**src/rtl/serial_adc_pkg.sv**
```systemverilog
// Shared types and constants for the serial ADC sequencer: FSM states,
// SCLK half-period options and the default frame layout.
package serial_adc_pkg;

    typedef enum logic [1:0] {
        ST_IDLE,
        ST_CS_SETUP,
        ST_SHIFT,
        ST_GAP
    } adc_state_t;

    localparam int HALF_128 = 128;
    localparam int HALF_64  = 64;
    localparam int HALF_32  = 32;
    localparam int HALF_16  = 16;
    localparam int HALF_W   = 8;

    localparam int DEF_CFG_BITS   = 5;
    localparam int DEF_NULL_BITS  = 1;
    localparam int DEF_DATA_BITS  = 12;
    localparam int DEF_GAP_HALVES = 2;

    function automatic logic [HALF_W-1:0] half_of(input logic [1:0] sel);
        logic [HALF_W-1:0] h;
        case (sel)
            2'b00:   h = HALF_W'(HALF_128);
            2'b01:   h = HALF_W'(HALF_64);
            2'b10:   h = HALF_W'(HALF_32);
            default: h = HALF_W'(HALF_16);
        endcase
        return h;
    endfunction

endpackage

```
**src/rtl/serial_adc_sequencer_sclk_tick_gen.sv**
```systemverilog
// Half-period tick generator: the half-period length is captured on i_load and
// o_tick pulses for one cycle at the end of every half-period.
module sclk_tick_gen
    import serial_adc_pkg::*;
(
    input  logic       clk_in,
    input  logic       reset,
    input  logic       i_clear,
    input  logic       i_load,
    input  logic [1:0] i_freq_sel,
    output logic       o_tick
);

    logic [HALF_W-1:0] r_half;
    logic [HALF_W-1:0] r_count;

    always_ff @(posedge clk_in) begin
        if (reset) begin
            r_half  <= HALF_W'(HALF_128);
            r_count <= '0;
        end else begin
            if (i_load) begin
                r_half <= half_of(i_freq_sel);
            end
            if (i_clear || o_tick) begin
                r_count <= '0;
            end else begin
                r_count <= r_count + 1'b1;
            end
        end
    end

    assign o_tick = (r_count == (r_half - 1'b1));

endmodule

```
**src/rtl/serial_adc_sequencer.sv**
```systemverilog
// Frame sequencer for an SPI-style ADC: shifts a config word out on din,
// captures the conversion result from dout, and paces frames with cs_n.
module serial_adc_sequencer
    import serial_adc_pkg::*;
#(
    parameter int CFG_BITS   = DEF_CFG_BITS,
    parameter int NULL_BITS  = DEF_NULL_BITS,
    parameter int DATA_BITS  = DEF_DATA_BITS,
    parameter int GAP_HALVES = DEF_GAP_HALVES
)(
    input  logic                 clk_in,
    input  logic                 reset,
    input  logic                 start,
    input  logic                 continuous,
    input  logic [1:0]           freq_sel,
    input  logic [2:0]           channel,
    input  logic                 single_ended,
    input  logic                 adc_dout,
    output logic                 adc_cs_n,
    output logic                 adc_sclk,
    output logic                 adc_din,
    output logic [DATA_BITS-1:0] sample,
    output logic [2:0]           sample_ch,
    output logic                 sample_valid,
    output logic                 busy,
    output logic                 overrun
);

    localparam int SHIFT_HALVES = 2 * (CFG_BITS + NULL_BITS + DATA_BITS);
    localparam int PH_W         = $clog2(SHIFT_HALVES + GAP_HALVES + 1);
    localparam logic [PH_W-1:0] PH_SHIFT_LAST = PH_W'(SHIFT_HALVES - 1);
    localparam logic [PH_W-1:0] PH_GAP_LAST   = PH_W'(GAP_HALVES - 1);
    localparam logic [PH_W-1:0] CAP_FROM      = PH_W'(2 * (CFG_BITS + NULL_BITS));
    localparam logic [PH_W-1:0] CFG_LIM       = PH_W'((CFG_BITS < 5) ? CFG_BITS : 5);

    adc_state_t           r_state, w_state_next;
    logic [PH_W-1:0]      r_phase, w_phase_next;
    logic [DATA_BITS-1:0] r_shift, w_shift_next;
    logic [DATA_BITS-1:0] r_sample, w_sample_next;
    logic [2:0]           r_ch, w_ch_next, r_sample_ch, w_sample_ch_next;
    logic                 r_sgl, w_sgl_next, r_pending, w_pending_next;
    logic                 r_cs_n, w_cs_n_next, r_sclk, w_sclk_next;
    logic                 r_din, w_din_next, r_valid, w_valid_next;
    logic                 r_busy, w_busy_next, r_overrun, w_overrun_next;
    logic                 w_tick, w_entry, w_setup_entry, w_start_busy, w_req;
    logic [PH_W-1:0]      w_fall_idx;
    logic [7:0]           w_cfg;

    sclk_tick_gen u_tick (
        .clk_in     (clk_in),
        .reset      (reset),
        .i_clear    (w_entry),
        .i_load     (w_setup_entry),
        .i_freq_sel (freq_sel),
        .o_tick     (w_tick)
    );

    // Config word in shift order: index 0 is the start bit.
    assign w_cfg        = {3'b000, r_ch[0], r_ch[1], r_ch[2], r_sgl, 1'b1};
    assign w_fall_idx   = (r_phase + 1'b1) >> 1;
    assign w_start_busy = start && (r_state != ST_IDLE);
    assign w_req        = r_pending || w_start_busy;

    always_comb begin
        w_state_next     = r_state;
        w_phase_next     = r_phase;
        w_shift_next     = r_shift;
        w_sample_next    = r_sample;
        w_sample_ch_next = r_sample_ch;
        w_ch_next        = r_ch;
        w_sgl_next       = r_sgl;
        w_sclk_next      = 1'b0;
        w_din_next       = 1'b0;
        w_valid_next     = 1'b0;
        case (r_state)
            ST_IDLE: begin
                if (start) w_state_next = ST_CS_SETUP;
            end
            ST_CS_SETUP: begin
                w_din_next = 1'b1;
                if (w_tick) w_state_next = ST_SHIFT;
            end
            ST_SHIFT: begin
                w_sclk_next = r_sclk;
                w_din_next  = r_din;
                if (w_tick) begin
                    w_sclk_next  = ~r_sclk;
                    w_phase_next = r_phase + 1'b1;
                    if (!r_sclk) begin
                        if (r_phase >= CAP_FROM) w_shift_next = {r_shift[DATA_BITS-2:0], adc_dout};
                    end else begin
                        w_din_next = (w_fall_idx < CFG_LIM) ? w_cfg[w_fall_idx[2:0]] : 1'b0;
                    end
                    if (r_phase == PH_SHIFT_LAST) begin
                        w_state_next     = ST_GAP;
                        w_sample_next    = r_shift;
                        w_sample_ch_next = r_ch;
                        w_valid_next     = 1'b1;
                        w_din_next       = 1'b0;
                    end
                end
            end
            ST_GAP: begin
                if (w_tick) begin
                    w_phase_next = r_phase + 1'b1;
                    // continuous is sampled here, the same moment the next frame latches its setup
                    if (r_phase == PH_GAP_LAST) w_state_next = (continuous || w_req) ? ST_CS_SETUP : ST_IDLE;
                end
            end
            default: w_state_next = ST_IDLE;
        endcase
        w_entry       = (w_state_next != r_state);
        w_setup_entry = w_entry && (w_state_next == ST_CS_SETUP);
        if (w_entry) w_phase_next = '0;
        if (w_setup_entry) begin
            w_ch_next  = channel;
            w_sgl_next = single_ended;
            w_din_next = 1'b1;
        end
        w_pending_next = w_setup_entry ? (r_pending && w_start_busy) : w_req;
        w_overrun_next = w_start_busy && r_pending && !w_setup_entry;
        w_cs_n_next    = (w_state_next == ST_IDLE) || (w_state_next == ST_GAP);
        w_busy_next    = (w_state_next != ST_IDLE);
    end

    always_ff @(posedge clk_in) begin
        if (reset) begin
            r_state     <= ST_IDLE;
            r_phase     <= '0;
            r_shift     <= '0;
            r_sample    <= '0;
            r_sample_ch <= '0;
            r_ch        <= '0;
            r_sgl       <= 1'b0;
            r_pending   <= 1'b0;
            r_cs_n      <= 1'b1;
            r_sclk      <= 1'b0;
            r_din       <= 1'b0;
            r_valid     <= 1'b0;
            r_busy      <= 1'b0;
            r_overrun   <= 1'b0;
        end else begin
            r_state     <= w_state_next;
            r_phase     <= w_phase_next;
            r_shift     <= w_shift_next;
            r_sample    <= w_sample_next;
            r_sample_ch <= w_sample_ch_next;
            r_ch        <= w_ch_next;
            r_sgl       <= w_sgl_next;
            r_pending   <= w_pending_next;
            r_cs_n      <= w_cs_n_next;
            r_sclk      <= w_sclk_next;
            r_din       <= w_din_next;
            r_valid     <= w_valid_next;
            r_busy      <= w_busy_next;
            r_overrun   <= w_overrun_next;
        end
    end

    assign adc_cs_n     = r_cs_n;
    assign adc_sclk     = r_sclk;
    assign adc_din      = r_din;
    assign sample       = r_sample;
    assign sample_ch    = r_sample_ch;
    assign sample_valid = r_valid;
    assign busy         = r_busy;
    assign overrun      = r_overrun;

endmodule
```
**config.mk**
```make
export PLATFORM = sky130hd
export DESIGN_NAME = serial_adc_sequencer
export DESIGN_NICKNAME = d
export VERILOG_FILES = /design/src/rtl/serial_adc_pkg.sv /design/src/rtl/serial_adc_sequencer_sclk_tick_gen.sv /design/src/rtl/serial_adc_sequencer.sv
export SDC_FILE = /design/constraint.sdc
export NUM_CORES = 1
export LEC_CHECK = 0
export BUFFER_PORTS_ARGS = -buffer_cell sky130_fd_sc_hd__buf_2
export CORE_ASPECT_RATIO = 1.4
export CORE_MARGIN = 3
export CORE_UTILIZATION = 52
export DETAILED_ROUTE_END_ITERATION = 6
export GPL_TIMING_DRIVEN = 1
export PLACE_DENSITY = 0.75
export SETUP_SLACK_MARGIN = 0.02
export SLEW_MARGIN = 5
export SYNTH_ARGS = -nofsm -noshare
export SYNTH_HDL_FRONTEND = slang
export SYNTH_SLANG_ARGS = --single-unit
```
**constraint.sdc**
```tcl
create_clock -name clk_in -period 2.65 [get_ports clk_in]
set_input_delay 0.1325 -clock clk_in [delete_from_list [all_inputs] [get_ports clk_in]]
set_output_delay 0.1325 -clock clk_in [all_outputs]
set_load 0.02 [all_outputs]
```
After elaboration in Yosys (flattened, before gate mapping)

Index checks and enable logic that the tools add are counted.

Bits in registers: 62
Bits of input ports: 11
Output and inout port bits: 21
Logic and storage cells: 80

$add $sub $neg: 3
Order comparisons: 3
Eq/ne operators: 13
Multiplexer cells: 19
Bitwise logic cells: 3
Reduce and logical (&&, ||, !) cells: 23

Operators with widths:

| cell                | number |
|---|---|
| $pmux 8 s3          | 1 |
| $mux 2              | 6 |
| $mux 1              | 9 |
| $add 8x1->8 const B | 1 |
| $eq 2x2->1 const B  | 4 |
| $eq 8x8->1          | 1 |
| $pmux 2 s4          | 1 |
| $reduce_or 2->1     | 4 |
| $sub 8x1->8 const B | 1 |
| $add 6x1->6 const B | 1 |
| $eq 2x1->1 const B  | 3 |
| $eq 6x1->1 const B  | 1 |
| $eq 6x6->1 const B  | 1 |
| $ge 6x4->1 const B  | 1 |
| $logic_not 2->1     | 3 |
| $lt 5x3->1 const B  | 1 |
| $logic_and 1x1->1   | 4 |
| $logic_or 1x1->1    | 4 |
| $lt 3x4->1 const B  | 1 |
| $ne 4x3->1 const B  | 1 |
| $reduce_and 2->1    | 2 |
| $reduce_and 4->1    | 1 |
| $reduce_bool 2->1   | 2 |
| $bmux 1 s3          | 1 |
| other kinds (7)     | 9 |

Logic depth before layout (Yosys ltp)

Gate-level depths: netlist of the first run.

Depth in word-level cells: 12
Depth in mapped cells: 15
Gate-level depth less buffers: 13

By module

Synthesis of the first run repeated with hierarchy kept, for this count alone.

Cells, all modules: 317
Area total of the unflattened synthesis: 2766.4 µm²

Modules (own cells, without submodules):

| module               | times used | cells an instance | area an instance (µm²) | seq. area each (µm²) |
|---|---|---|---|---|
| serial_adc_sequencer | 1          | 256               | 2194.6                 | 920.9 |
| sclk_tick_gen        | 1          | 61                | 571.8                  | 240.2 |

Least setup slack after synthesis of the first run

OpenSTA, ideal clock, no wires.

Path type: reg-to-reg
From: register u_tick.r_half[4]
To: register r_ch[0]
Library setup time: 0.128 ns
Data arrival time: 2.803 ns
Data required time: 2.522 ns
Setup slack: -0.281 ns
Stages on the path, launching flop included: 16
Buffers on the path: 2
Clock period less this slack: 2.931 ns
Path through: dfxtp_1 -> inv_1 -> ha_1 -> xor3_1 -> nor4_2 -> nand2_1 -> buf_2 -> a21o_1 -> a211oi_1 -> a22o_1 -> inv_1 -> ha_1 -> o31ai_2 -> buf_2 -> mux2i_1 -> nor2_1

Cells in the longest elaborated chain, start to end: 6
Elaborated cells between the ends (all ways): 9
Those cells by class: add/sub: 1; eq/ne: 3; mux: 4; reduce/logical: 1

Ends and longest elaborated chain:

| element                                  | line                                                                                | source |
|---|---|---|
| from (decl)                              | serial_adc_sequencer_sclk_tick_gen.sv:14                                            | `logic [HALF_W-1:0] r_half;` |
| from (signal assigned)                   | serial_adc_sequencer_sclk_tick_gen.sv:19                                            | `r_half <= HALF_W'(HALF_128);` |
| from (signal assigned)                   | serial_adc_sequencer_sclk_tick_gen.sv:23                                            | `r_half <= half_of(i_freq_sel);` |
| $sub 8x1->8 *                            | serial_adc_sequencer_sclk_tick_gen.sv:33                                            | `assign o_tick = (r_count == (r_half - 1'b1));` |
| $eq 8x8->1 *                             | serial_adc_sequencer_sclk_tick_gen.sv:33                                            |  |
| $mux 2, on equally long branches         | serial_adc_sequencer.sv:104, serial_adc_sequencer.sv:81, serial_adc_sequencer.sv:86 |  |
| $pmux 2 s4 *                             | serial_adc_sequencer.sv:75                                                          | `case (r_state)` |
| via w_state_next[0]                      | serial_adc_sequencer.sv:36                                                          | `adc_state_t r_state, w_state_next;` |
| $ne 2x2->1 or $eq 2x1->1 (tied branches) | serial_adc_sequencer.sv:112, serial_adc_sequencer.sv:113                            |  |
| $logic_and 1x1->1 *                      | serial_adc_sequencer.sv:113                                                         | `w_setup_entry = w_entry && (w_state_next == ST_CS_SETUP);` |
| to (signal assigned)                     | serial_adc_sequencer.sv:148                                                         | `r_ch <= w_ch_next;` |
| to (decl)                                | serial_adc_sequencer.sv:40                                                          | `logic [2:0] r_ch, w_ch_next, r_sample_ch, w_sample_ch_next;` |

The timed path passes the listed nets; every way through them passes the cells marked *.
A chain may end at the register's enable or synchronous reset.

Final worst setup path of the first run

From: register u_tick.r_half[6]
To: register u_tick.r_half[5]

Cells in the longest elaborated chain, start to end: 6
Elaborated cells between the ends (all ways): 9
Those cells by class: add/sub: 1; eq/ne: 3; mux: 4; reduce/logical: 1

Ends and longest elaborated chain:

| element                                  | line |
|---|---|
| $sub 8x1->8 *                            | serial_adc_sequencer_sclk_tick_gen.sv:33 |
| $eq 8x8->1 *                             | serial_adc_sequencer_sclk_tick_gen.sv:33 |
| $mux 2, on equally long branches         | serial_adc_sequencer.sv:104, serial_adc_sequencer.sv:81, serial_adc_sequencer.sv:86 |
| $pmux 2 s4 *                             | serial_adc_sequencer.sv:75 |
| via w_state_next[0]                      | serial_adc_sequencer.sv:36 |
| $ne 2x2->1 or $eq 2x1->1 (tied branches) | serial_adc_sequencer.sv:112, serial_adc_sequencer.sv:113 |
| $logic_and 1x1->1 *                      | serial_adc_sequencer.sv:113 |

Marks and branches as above.

==> summary.md, run 1 <==
| Metric | Value |
|---|---|
| Fill cells | 408 |
| Post-Syn Nets | 336 |
| Final wirelength | 6.02 mm |
| Outcome | finished, violations left |
| Total Nets Final | about 390 |
| Clock root buffer | clkbuf_8 |
| Total CTS buffers | 9 |
| Die H | 91.4 um |
| Drt pass-1 iters | 4 |
| Via density | 5.32 |
| Critical path required time | 2.91 ns |
| Yosys warns | 0 |
| Worst skew pair latency | roughly 0.33 ns |
| Final setup viols | 6 |
| Synth-to-Final Area Change | 27.1% |
| Syn avg cell area | 8.65 um2 |
| Min Clock Period, post-route | 2.69 ns |
| Worst R2R Start | u_tick.r_half[6]$_SDFFE_PP0P_ |
| Synth unique cells | 45 |
| Cell Count, Final, Fillers Out | 440 |
| Max-cap violations | 0 |
| Iter 0 DRT Violations | 97 |
| Synth Register Bits | 58 |
| DP HPWL | 4.29 mm |
| Async set-reset flop share out of synthesis | 0% |
| DRT antenna net count | 0 |
| CTS sink cnt | 58 |
| Unrepaired setup endpoints after global routing | true |
| Layout cell share with drive strength beyond 1 | 27.7% |
| Least-Margin Pin Slew | 0.575 ns |
| Cells after Synth | 313 |
| Biggest area consumer among synthesized cells | dfxtp_1 |
| Tightest Hold Check Type | in -> reg |
| CP arrival | 2.95 ns |
| CTS tree | yes |
| Fmax | approximately 0.37 GHz |
| Io pins | 32 |
| Largest net degree at the start of global routing | 25 |
| Gpl congestion | ~0.8 |
| Core ar. | 4950 um2 |
| Total power draw | 2.00 mW |
| Top post-synthesis cells by area | dfxtp_1 (43%), mux2i_1 (6.3%), nand2_1 (6.2%) |
| Initial antenna violation count | 0 |
| Reg clk slew, reported paths | around 0.070 ns |
| Leakage power | 1.49 nW |
| CP startpoint | u_tick.r_half[6]$_SDFFE_PP0P_ |
| Worst Skew | 0.00599 ns |
| Commonest cells in the netlist | dfxtp_1 (58), nand2_1 (45), nor2_1 (42), a21oi_1 (23), mux2i_1 (17) |
| Max-slew headroom | 61.7% |
| Cell Area, Synth | 2710 um2 |
| Worst hold start | channel[1] |
| Row count | 30 |
| DRC | 0 |
| First-pass GRT wire length | approximately 9.5 mm |
| CP Class | reg -> reg |
| Initial Util | 54.7% |
| Longest Clk Path Bufs | 2 |
| VDD IR max | 0.000331 V |
| Failing checks | negative setup slack |
| Final critical-path share of the clock period | 102% |
| Share of the synthesized area in the top cell type | 42.9% |
| Die W | about 67 um |
| P per Cell Area | ~580 nW/um2 |
| Element type at the critical path end | register |
| IO buf count | 31 |
| Vias | 2339 |
| Die area | 6120 um2 |
| Placed insts | 416 |
| Final Max Tran Viols | 0 |
| Worst Setup Start Kind | register |
| Synth Flop Type | dfxtp_1 |
| Total track usage | 20.6% |
| Setup ws final | -0.0402 ns |
| Most common cell in the netlist | dfxtp_1 |
| Post-synthesis sequential area ratio | between 40% and 50% |
| Final hold violations | 0 |
| Aggregate global routing overflow | 0 |
| Pre-CTS setup slack | -0.0372 ns |
| Post-synth EDFFs | 0 |
| # diodes | 0 |
| Crit Path Max Fanout | 6 |
| Number of global-route vias before repair | around 2100 |
| H-tree levels | 3 |
| Wire length per cell | 13.7 um |
-- path summary, 6_finish.rpt --
check | cells past startpoint | endpoint | slack [ns]
worst min-delay path | 3 | r_ch[1]$_SDFFE_PP0P_ | 0.04
worst min register to register | 1 | u_tick.r_count[0]$_SDFF_PP0_ | 0.45
worst max-delay path | 12 | u_tick.r_half[5]$_SDFFE_PP0P_ | -0.04
worst max register to register | 12 | u_tick.r_half[5]$_SDFFE_PP0P_ | -0.04
-- critical path, stage by stage (launching register included) --
cell,delay (ns)
dfxtp_2,0.33
xor3_1,0.41
nor4_2,0.30
nand2_1,0.16
buf_6,0.15
nor3_4,0.13
a211oi_2,0.05
a22o_1,0.25
inv_1,0.06
ha_2,0.18
o31ai_4,0.09
or3b_1,0.39
a21oi_1,0.12
-- per-stage QoR --
| stage | util (%) | cell area, um2 | hold slack, ns | TNS [ns] |
|---|---|---|---|---|
| after floorplan | - | 2740 | 0.276 | -0.138 |
| after global placement | 62.1 | 3080 | 0.369 | -0.00611 |
| after detailed placement | 62.1 | 3080 | 0.375 | -0.0519 |
| after CTS | 67.1 | 3320 | 0.0277 | 0 |
| after global routing | 69.5 | 3440 | 0.0563 | -4.04 |
| final | 69.5 | 3440 | 0.0407 | -0.166 |
-- what timing repair did --
item | in CTS | in global routing
gates cloned | 0 | 1
pin swaps | 2 | 5
resized for setup | 4 | 17
buffers inserted | 2 | 5
hold buffers | 0 | 0
setup endpoints to repair | 7 | 40
-- cell usage in the layout, fill, tap and decap left out, types with 2 or more instances in the layout --
master / n
ha_1: 10
mux2i_1: 16
inv_1: 8
nor2_1: 41
nor3_1: 5
or3b_1: 2
xnor2_1: 14
nand2_1: 45
xor2_1: 5
and3_1: 5
buf_2: 31
clkinvlp_4: 2
dfxtp_2: 4
clkbuf_8: 13
a31oi_1: 4
dfxtp_1: 54
a21o_1: 2
nor3b_1: 4
nand3_1: 6
o211ai_1: 3
a21oi_1: 21
or3_1: 3
inv_2: 2
nor2b_1: 4
or4b_4: 2
o21ai_0: 4
a21oi_2: 2
buf_4: 31
-- layout make-up --
class / count / area [um2] / area share, %
Inverter: 10 / 37.5 / 1.09
Clock inverter: 3 / 45.0 / 1.31
Timing Repair Buffer: 66 / 459 / 13.3
Multi-Input combinational cell: 226 / 1480 / 42.9
Clock buffer: 13 / 179 / 5.20
Sequential cell: 58 / 1170 / 33.9
Tap cell: 64 / 80.1 / 2.33
-- power breakdown --
group          internal [mW]  switching (mW)  total, mW
combinational         0.0978           0.111      0.209
clock                  0.537           0.349      0.886
sequential             0.894          0.0137      0.908
-- per-layer routing --
layer	vias up	wire [um]	track usage [%]	part of all wire, %
met2	65	3120	35.6	52
met4	0	129	8.12	2.1
met1	1091	2520	23.4	42
met3	11	255	5.20	4.2
met5	-	0	0	0
li1	1172	-	-	-
-- flip-flops by register name (all words and copies together), names as in the netlist --
signal          count
u_tick.r_count      8
r_phase             6
r_pending           1
overrun             1
r_state             2
r_shift            12
adc_cs_n            1
busy                1
adc_sclk            1
r_sgl               1
r_ch                3
u_tick.r_half       4
sample_ch           3
sample_valid        1
sample             12
adc_din             1
-- cells by family after synthesis --
| group | share of synthesized area (%) |
|---|---|
| flops | 42.9 |
| xor+xnor | 7.02 |
| buf+inv | 4.62 |
| fa+ha+maj | 5.54 |
| simple gates | 22.2 |
| mux | 6.28 |
| compound gates | 11.5 |
Power figures use the tool's default switching activity.
==> run 2: changes to the inputs <==
--- a/config.mk
+++ b/config.mk
@@ -7,2 +7,3 @@
 export LEC_CHECK = 0
+export ABC_AREA = 1
 export BUFFER_PORTS_ARGS = -buffer_cell sky130_fd_sc_hd__buf_2
--- a/constraint.sdc
+++ b/constraint.sdc
@@ -3,2 +3,2 @@
 set_output_delay 0.1325 -clock clk_in [all_outputs]
-set_load 0.02 [all_outputs]
+set_load 0.1 [all_outputs]
==> run 2 against run 1 <==
The run now ends clean. Register-to-register slack better by 0.33 ns. Synthesized cell count grew 19%. Via count is 1.9% higher. Largest power group unchanged. Power increased by 3.5%. Combinational power grew 67%. Maximum frequency up 14%. Sequential power is 2.8% higher.
==> summary.md, run 2 <==
| Metric | Value |
|---|---|
| Met1 WL | around 2.4 mm |
| DRT antenna net count | 0 |
| Unrepaired setup endpoints after global routing | false |
| Post-synth EDFFs | 0 |
| Cells after Synth | approximately 370 |
| CP Class | reg -> reg |
| Row count | 31 |
| H-tree levels | 3 |
| Pint | 1.45 mW |
| Clock root buffer | clkbuf_8 |
| Switching power | 0.621 mW |
| Comb pwr share | between 10% and 20% |
| Final Max Tran Viols | 0 |
| Post-Layout Inst Area | 3290 um2 |
| CTS tree | yes |
| Min Clock Period, post-route | 2.36 ns |
| # diodes | 0 |
| Total track usage | 19.9% |
| Max-slew headroom | 67.2% |
| Final setup viols | 0 |
| Wire length per cell | 12.0 um |
| Worst Setup Start Kind | register |
| Via density | 4.96 |
| Element type at the critical path end | register |
| Tightest Hold Check Type | in -> reg |
| Setup tns final | 0 ns |
| Io pins | 32 |
| Critical path required time | 2.88 ns |
| Clock group share of total power | 38.2% |
| Total Nets Final | ~430 |
| Share of power burned in registers | 45.0% |
| Core ar. | 5240 um2 |
| Final critical-path share of the clock period | 89.1% |
| DRC | 0 |
| Layout cell share with drive strength beyond 1 | 21.2% |
| Total CTS buffers | 9 |
| P per Cell Area | 631 nW/um2 |
| Async set-reset flop share out of synthesis | 0% |
| Die W | 68.5 um |
| Least-Margin Pin Slew | 0.495 ns |
| Top post-synthesis cells by area | dfxtp_1 (41%), nand2_1 (8.0%), nor2_1 (7.3%) |
| CP arrival | 2.59 ns |
| Net Sw Frac | approximately 30% |
| Routed wl met2 | 2.85 mm |
| Iter 0 DRT Violations | 63 |
| Synth Flop Type | dfxtp_1 |
| Synth-to-Final Area Change | 15.5% |
| Aggregate global routing overflow | 0 |
| Worst skew pair latency | about 0.33 ns |
| Yosys warns | 0 |
| Share of the synthesized area in the top cell type | 40.8% |
| Hold_buf cts | 0 |
| Routed length on met3 | around 260 um |
| Hold slack final | 0.0779 ns |
| Synth Register Bits | 58 |
| Commonest cells in the netlist | nand2_1 (61), dfxtp_1 (58), nor2_1 (55), inv_1 (50), a21oi_1 (26) |
| Max-cap violations | 0 |
| Fmax | 0.424 GHz |
| Placed insts | 464 |
| Crit Path Max Fanout | 7 |
| Gpl congestion | between 0.8 and 0.9 |
| Leakage power | around 1.5 nW |
| Final hold violations | 0 |
| Largest net degree at the start of global routing | 29 |
| Vias | 2384 |
| Final wirelength | 5.78 mm |
| First-pass GRT wire length | 9.75 mm |
| Biggest area consumer among synthesized cells | dfxtp_1 |
| Most common cell after layout, fill and taps aside | nand2_1 |
| Die H | ~94 um |
| VDD IR max | 0.000531 V |
| Cell Area, Synth | 2850 um2 |
| Worst Skew | 0.00674 ns |
| Initial antenna violation count | 0 |
| Cell Count, Final, Fillers Out | 481 |
| Uppermost routed layer | met4 |
| Most frequent cells in the layout | nand2_1 (61), dfxtp_1 (57), nor2_1 (55) |
| Reg clk slew, reported paths | 0.07 ns |
| Syn avg cell area | 7.65 um2 |
| Outcome | completed |
| Synth unique cells | 36 |
| Layout Utilization | 62.7% |
| Initial Util | approximately 54% |
| Die area | 6410 um2 |
| Longest Clk Path Bufs | 2 |
| Post-synthesis sequential area ratio | 40.8% |
| Most common cell in the netlist | nand2_1 |
| DP Area | 3080 um2 |
| DP HPWL | 4.34 mm |
| IO buf count | 31 |
| Drt pass-1 iters | 4 |
| Post-Syn Nets | 395 |
| CTS sink cnt | 58 |
| Number of global-route vias before repair | approximately 2300 |
-- run 2: changes by cell type in the layout (fill, tap and decap cells not counted), moves of 5 or more --
cell,before,now
inv_1,8,50
buf_4,31,6
mux2i_1,16,0
nand2_1,45,61
nor2_1,41,55
o21ai_0,4,17
xnor2_1,14,2
a211oi_1,1,12
nand3_1,6,13
nand2_4,0,6
or2_2,1,7
a21oi_1,21,26
and3_1,5,0
-- run 2: layout make-up --
class,instances,area [um2]
multi-input cells,249,1440
inverters,55,206
well taps,66,82.6
repair buffers,37,200
flip-flops and latches,58,1160
fillers,491,1950
clock buffers,10,128
clock inverters,6,67.6
-- run 2: worst max-delay path, cell delays in order (launching register included) --
cell	delay (ns)
dfxtp_2	0.33
inv_2	0.05
ha_1	0.30
nand2_1	0.06
inv_1	0.06
nor2_4	0.10
nand3_4	0.09
nor2_8	0.14
nand4_2	0.18
nand2_1	0.13
inv_2	0.05
nand3_4	0.06
nand2_4	0.06
inv_1	0.06
ha_2	0.17
buf_4	0.15
nand2_4	0.08
o21ai_1	0.12
inv_1	0.05
-- run 2: power groups by stage --
stage               sequential, mW  clock, mW  combinational, mW
detailed placement           0.952          0              0.349
CTS                          0.932      0.807              0.350
global route                 0.936      0.843              0.392
finish                       0.933      0.791              0.348
floorplan                    0.989          0              0.238
global placement             0.951          0              0.342
-- run 2: kinds of logic (layout without fill, tap and decap cells) --
family,Yosys count,after routing,synth area share [%]
buffers and inverters,65,108,8.71
AND/OR/NAND/NOR,166,166,29.7
XOR/XNOR,7,7,2.15
adder cells (fa/ha/maj),12,12,5.28
AO/OA/AOI/OAI,64,64,13.3
flip-flops,58,58,40.8
-- run 2: path summary, 6_finish.rpt --
path,startpoint,to,slack (ns),depth (start not counted)
max,u_tick.r_half[4]$_SDFFE_PP0P_,r_pending$_SDFF_PP0_,0.29,18
min,adc_dout,r_shift[0]$_SDFFE_PP0P_,0.08,3
max reg2reg,u_tick.r_half[4]$_SDFFE_PP0P_,r_pending$_SDFF_PP0_,0.29,18
min reg2reg,u_tick.r_count[0]$_SDFF_PP0_,u_tick.r_count[0]$_SDFF_PP0_,0.46,1
-- run 2: routing by layer --
metal | GRT usage [%] | vias to the layer above
met5 | 0 | -
met4 | 12.3 | 0
met3 | 3.97 | 19
met2 | 34.2 | 52
met1 | 21.6 | 1057
li1 | - | 1256
-- run 2: timing repair --
| item | CTS | global route |
|---|---|---|
| endpoints found under the hold margin | 0 | 0 |
| gates resized for setup | 0 | 2 |
| setup endpoints to repair | 0 | 10 |
| setup buffers | 0 | 1 |
-- run 2: metrics by stage --
step	total power, mW	setup slack [ns]
finish	2.07	0.289
global route	2.17	0.0299
CTS	2.09	0.215
detailed placement	1.30	0.235
global placement	1.29	0.320
floorplan	1.23	0.390
==> run 3: changes to the inputs <==
CORE_UTILIZATION = 31   (was 52)
PLACE_DENSITY = default   (was 0.75)
SYNTH_HIERARCHICAL = 1   (was default)
==> run 3 against run 2 <==
Die area grew 63%. Core utilization shrank 22 points. Sequential cell count is the same. Global-route usage shrank 6.5 points. Register-to-register slack lost 0.21 ns. Clock power grew 29%. Clock-buffer cell count grew 1. Setup slack lost 0.21 ns. Sequential share of layout area shrank 3.0 points. Cell count grew 11%. Critical path type unchanged. Maximum frequency shrank 8.0%. Sequential power shrank 0.8%.
==> summary.md, run 3 <==
| Metric | Value |
|---|---|
| Reg clk slew, reported paths | around 0.05 ns |
| Die W | 87.1 um |
| Longest Clk Path Bufs | 2 |
| Aggregate global routing overflow | 0 |
| Hold_buf cts | 0 |
| Reg-to-reg setup timing slack | 0.08 ns |
| Vias | 2509 |
| Post-Syn Nets | ~400 |
| Synth unique cells | 33 |
| Synth Register Bits | 58 |
| DP Area | 3180 um2 |
| CP arrival | 2.77 ns |
| Post-Layout Inst Area | 3600 um2 |
| Crit path largest cell delay | 0.37 ns |
| Final Max Tran Viols | 0 |
| Async set-reset flop share out of synthesis | 0% |
| H-tree levels | 3 |
| Critical path required time | 2.86 ns |
| Outcome | completed |
| Max-cap violations | 0 |
| Core ar. | 8760 um2 |
| Leakage power | 1.56 nW |
| Die area | 10400 um2 |
| Post-synth EDFFs | 0 |
| CTS sink cnt | slightly below 60 |
| Cell Area, Synth | 2860 um2 |
| Wire length per cell | 12.5 um |
| Final wirelength | 6.67 mm |
| Clock root buffer | clkbuf_16 |
| CTS tree | yes |
| Share of the synthesized area in the top cell type | 40.6% |
| Final critical-path share of the clock period | a little over nine tenths |
| Iter 0 DRT Violations | between 70 and 80 |
| Element type at the critical path end | register |
| Initial antenna violation count | 0 |
| CP top delay family | simple AND/OR/NAND/NOR gates |
| Cell mode on critical path | inv_2 |
| Yosys warns | 6 |
| Max-slew headroom | 61.3% |
| Total Nets Final | between 400 and 500 |
| DP HPWL | roughly 4.6 mm |
| Syn avg cell area | 7.50 um2 |
| Io pins | 32 |
| Sink of the worst hold path | u_tick/r_half[7]$_SDFFE_PP1P_ |
| Worst reg-to-reg path cell count | 22 |
| DRT antenna net count | 0 |
| Slowest CP cell | dfxtp_4 |
| Layout cell share with drive strength beyond 1 | roughly 30% |
| Worst skew pair latency | roughly 0.33 ns |
| FF-to-FF End | u_tick/r_half[7]$_SDFFE_PP1P_ |
| Post-synthesis sequential area ratio | 40.6% |
| Min-Delay Path Depth | 2 |
| Crit Path Max Fanout | 6 |
| Initial Util | 32.6% |
| Total track usage | a little over an eighth |
| CP Class | reg -> reg |
| Total CTS buffers | 9 |
| Number of global-route vias before repair | 2398 |
| Synth-to-Final Area Change | 26.1% |
| Worst Setup Start Kind | register |
| Top post-synthesis cells by area | dfxtp_1 (41%), nand2_1 (8.5%), nor2_1 (7.1%) |
| Cells after Synth | 381 |
| DRC | 0 |
| WP buf/inv | 7 |
| Hold slack final | 0.0601 ns |
| Largest net degree at the start of global routing | 30 |
| CP startpoint | u_tick/r_half[4]$_SDFFE_PP0P_ |
| Total power draw | approximately 2.3 mW |
| Worst R2R Start | u_tick/r_half[4]$_SDFFE_PP0P_ |
| Row count | 40 |
| Die H | 120 um |
| Final setup viols | 0 |
| Worst hold start | freq_sel[0] |
| Unrepaired setup endpoints after global routing | true |
| Most common cell after layout, fill and taps aside | nand2_1 |
| Worst Skew | 0.00601 ns |
| Synth Flop Type | dfxtp_1 |
| IO buf count | 31 |
| Most frequent cells in the layout | nand2_1 (58), dfxtp_1 (55), nor2_1 (51) |
| CP Cell Sequence | inv_2 > ha_4 > inv_2 > nand2_1 > nand2_1 > nand3_2 > nor2_2 > nand2_2 > inv_2 > buf_4 > o21ai_2 > nand2_2 > inv_2 > nand2_4 > nand2_4 > o21a_1 > ha_4 > inv_4 > nor2_8 > inv_4 > a21oi_1 > o31ai_1 |
| Via density | around 4.7 |
| Tightest Hold Check Type | in -> reg |
| Least-Margin Pin Slew | approximately 0.58 ns |
| Final hold violations | 0 |
| Commonest cells in the netlist | nand2_1 (65), dfxtp_1 (58), nor2_1 (54), inv_1 (41), nand3_1 (34) |
| Drt pass-1 iters | 4 |
| Fmax | between 0.3 and 0.4 GHz |
| # diodes | 0 |
| Biggest area consumer among synthesized cells | dfxtp_1 |
| Gpl congestion | 0.854 |
| Most common cell in the netlist | nand2_1 |
| P per Cell Area | around 630 nW/um2 |
| VDD IR max | 0.000471 V |
| Min Clock Period, post-route | ~2.6 ns |
| First-pass GRT wire length | between 10 and 15 mm |
-- run 3: changes by cell type in the layout (fill, tap and decap cells not counted), moves of 4 or more --
| cell | before | now |
|---|---|---|
| a211oi_1 | 12 | 0 |
| nor2_1 | 55 | 51 |
| inv_1 | 50 | 35 |
| or2_2 | 7 | 1 |
| nand4_1 | 0 | 4 |
| nand3_2 | 2 | 10 |
| a21oi_1 | 26 | 19 |
| clkbuf_16 | 0 | 9 |
| clkbuf_8 | 9 | 1 |
| inv_2 | 3 | 12 |
| buf_4 | 6 | 13 |
| nand2_2 | 4 | 12 |
| nor2_2 | 2 | 11 |
| nand3_1 | 13 | 27 |
-- run 3: timing repair --
| item | 4_1_cts | 5_1_grt |
|---|---|---|
| endpoints found under the setup margin | 9 | 22 |
| pin swaps | 3 | 16 |
| cloned | 0 | 0 |
| gates resized for setup | 3 | 31 |
| buffers inserted | 2 | 5 |
-- run 3: kinds of logic after synthesis --
logic type	after synthesis	share of synthesized area, %
AND/OR/NAND/NOR	196	34.4
buffers and inverters	59	7.97
flip-flops	58	40.6
AO/OA/AOI/OAI	45	8.36
adder cells (fa/ha/maj)	12	5.25
XOR/XNOR	11	3.37
-- run 3: cell type report --
class / instances / area [um2]
Clock buffer: 11 / 243
Inverter: 49 / 189
Clock inverter: 3 / 17.5
Multi-Input combinational cell: 264 / 1580
Timing Repair Buffer: 45 / 273
Sequential cell: 58 / 1170
Fill cell: 886 / 5150
Tap cell: 105 / 131
-- run 3: worst reg2reg max path, delay by kind of cell (launching register included) --
family / cells / cell delay, ns
flip-flops: 1 / 0.37
AND/OR/NAND/NOR: 9 / 0.65
buffers and inverters: 7 / 0.49
adder cells (fa/ha/maj): 2 / 0.43
AO/OA/AOI/OAI: 4 / 0.53
-- run 3: how the worst max path moves through the flow --
stage                                    end  cells past startpoint
6_report       u_tick/r_half[7]$_SDFFE_PP1P_                     22
5_1_grt        u_tick/r_half[6]$_SDFFE_PP0P_                     22
4_1_cts        u_tick/r_half[7]$_SDFFE_PP1P_                     22
3_5_place_dp   u_tick/r_half[7]$_SDFFE_PP1P_                     22
3_3_place_gp   u_tick/r_half[6]$_SDFFE_PP0P_                     25
2_1_floorplan  u_tick/r_half[7]$_SDFFE_PP1P_                     23
-- run 3: routing by layer --
layer	share of wire (%)	vias to the layer above	global-route usage, %
met3	4.4	11	3.43
li1	-	1291	-
met2	52	48	22.5
met5	0	-	0
met1	41	1159	15.3
met4	2.5	0	7.29
-- run 3: per-stage QoR --
step | instances | setup WS (ns) | TNS (ns) | util, %
global route | 535 | -0.0705 | -0.254 | 41.1
detailed placement | 514 | -0.0141 | -0.0247 | 36.4
CTS | 530 | 0.0239 | 0 | 39.5
floorplan | 381 | 0.0327 | 0 | -
finish | 535 | 0.0832 | 0 | 41.1
global placement | 514 | 0.0584 | 0 | 36.4
-- run 3: report_power, final --
group	switching [mW]	internal, mW
Sequential	0.0234	0.903
Combinational	0.211	0.120
Clock	0.382	0.642
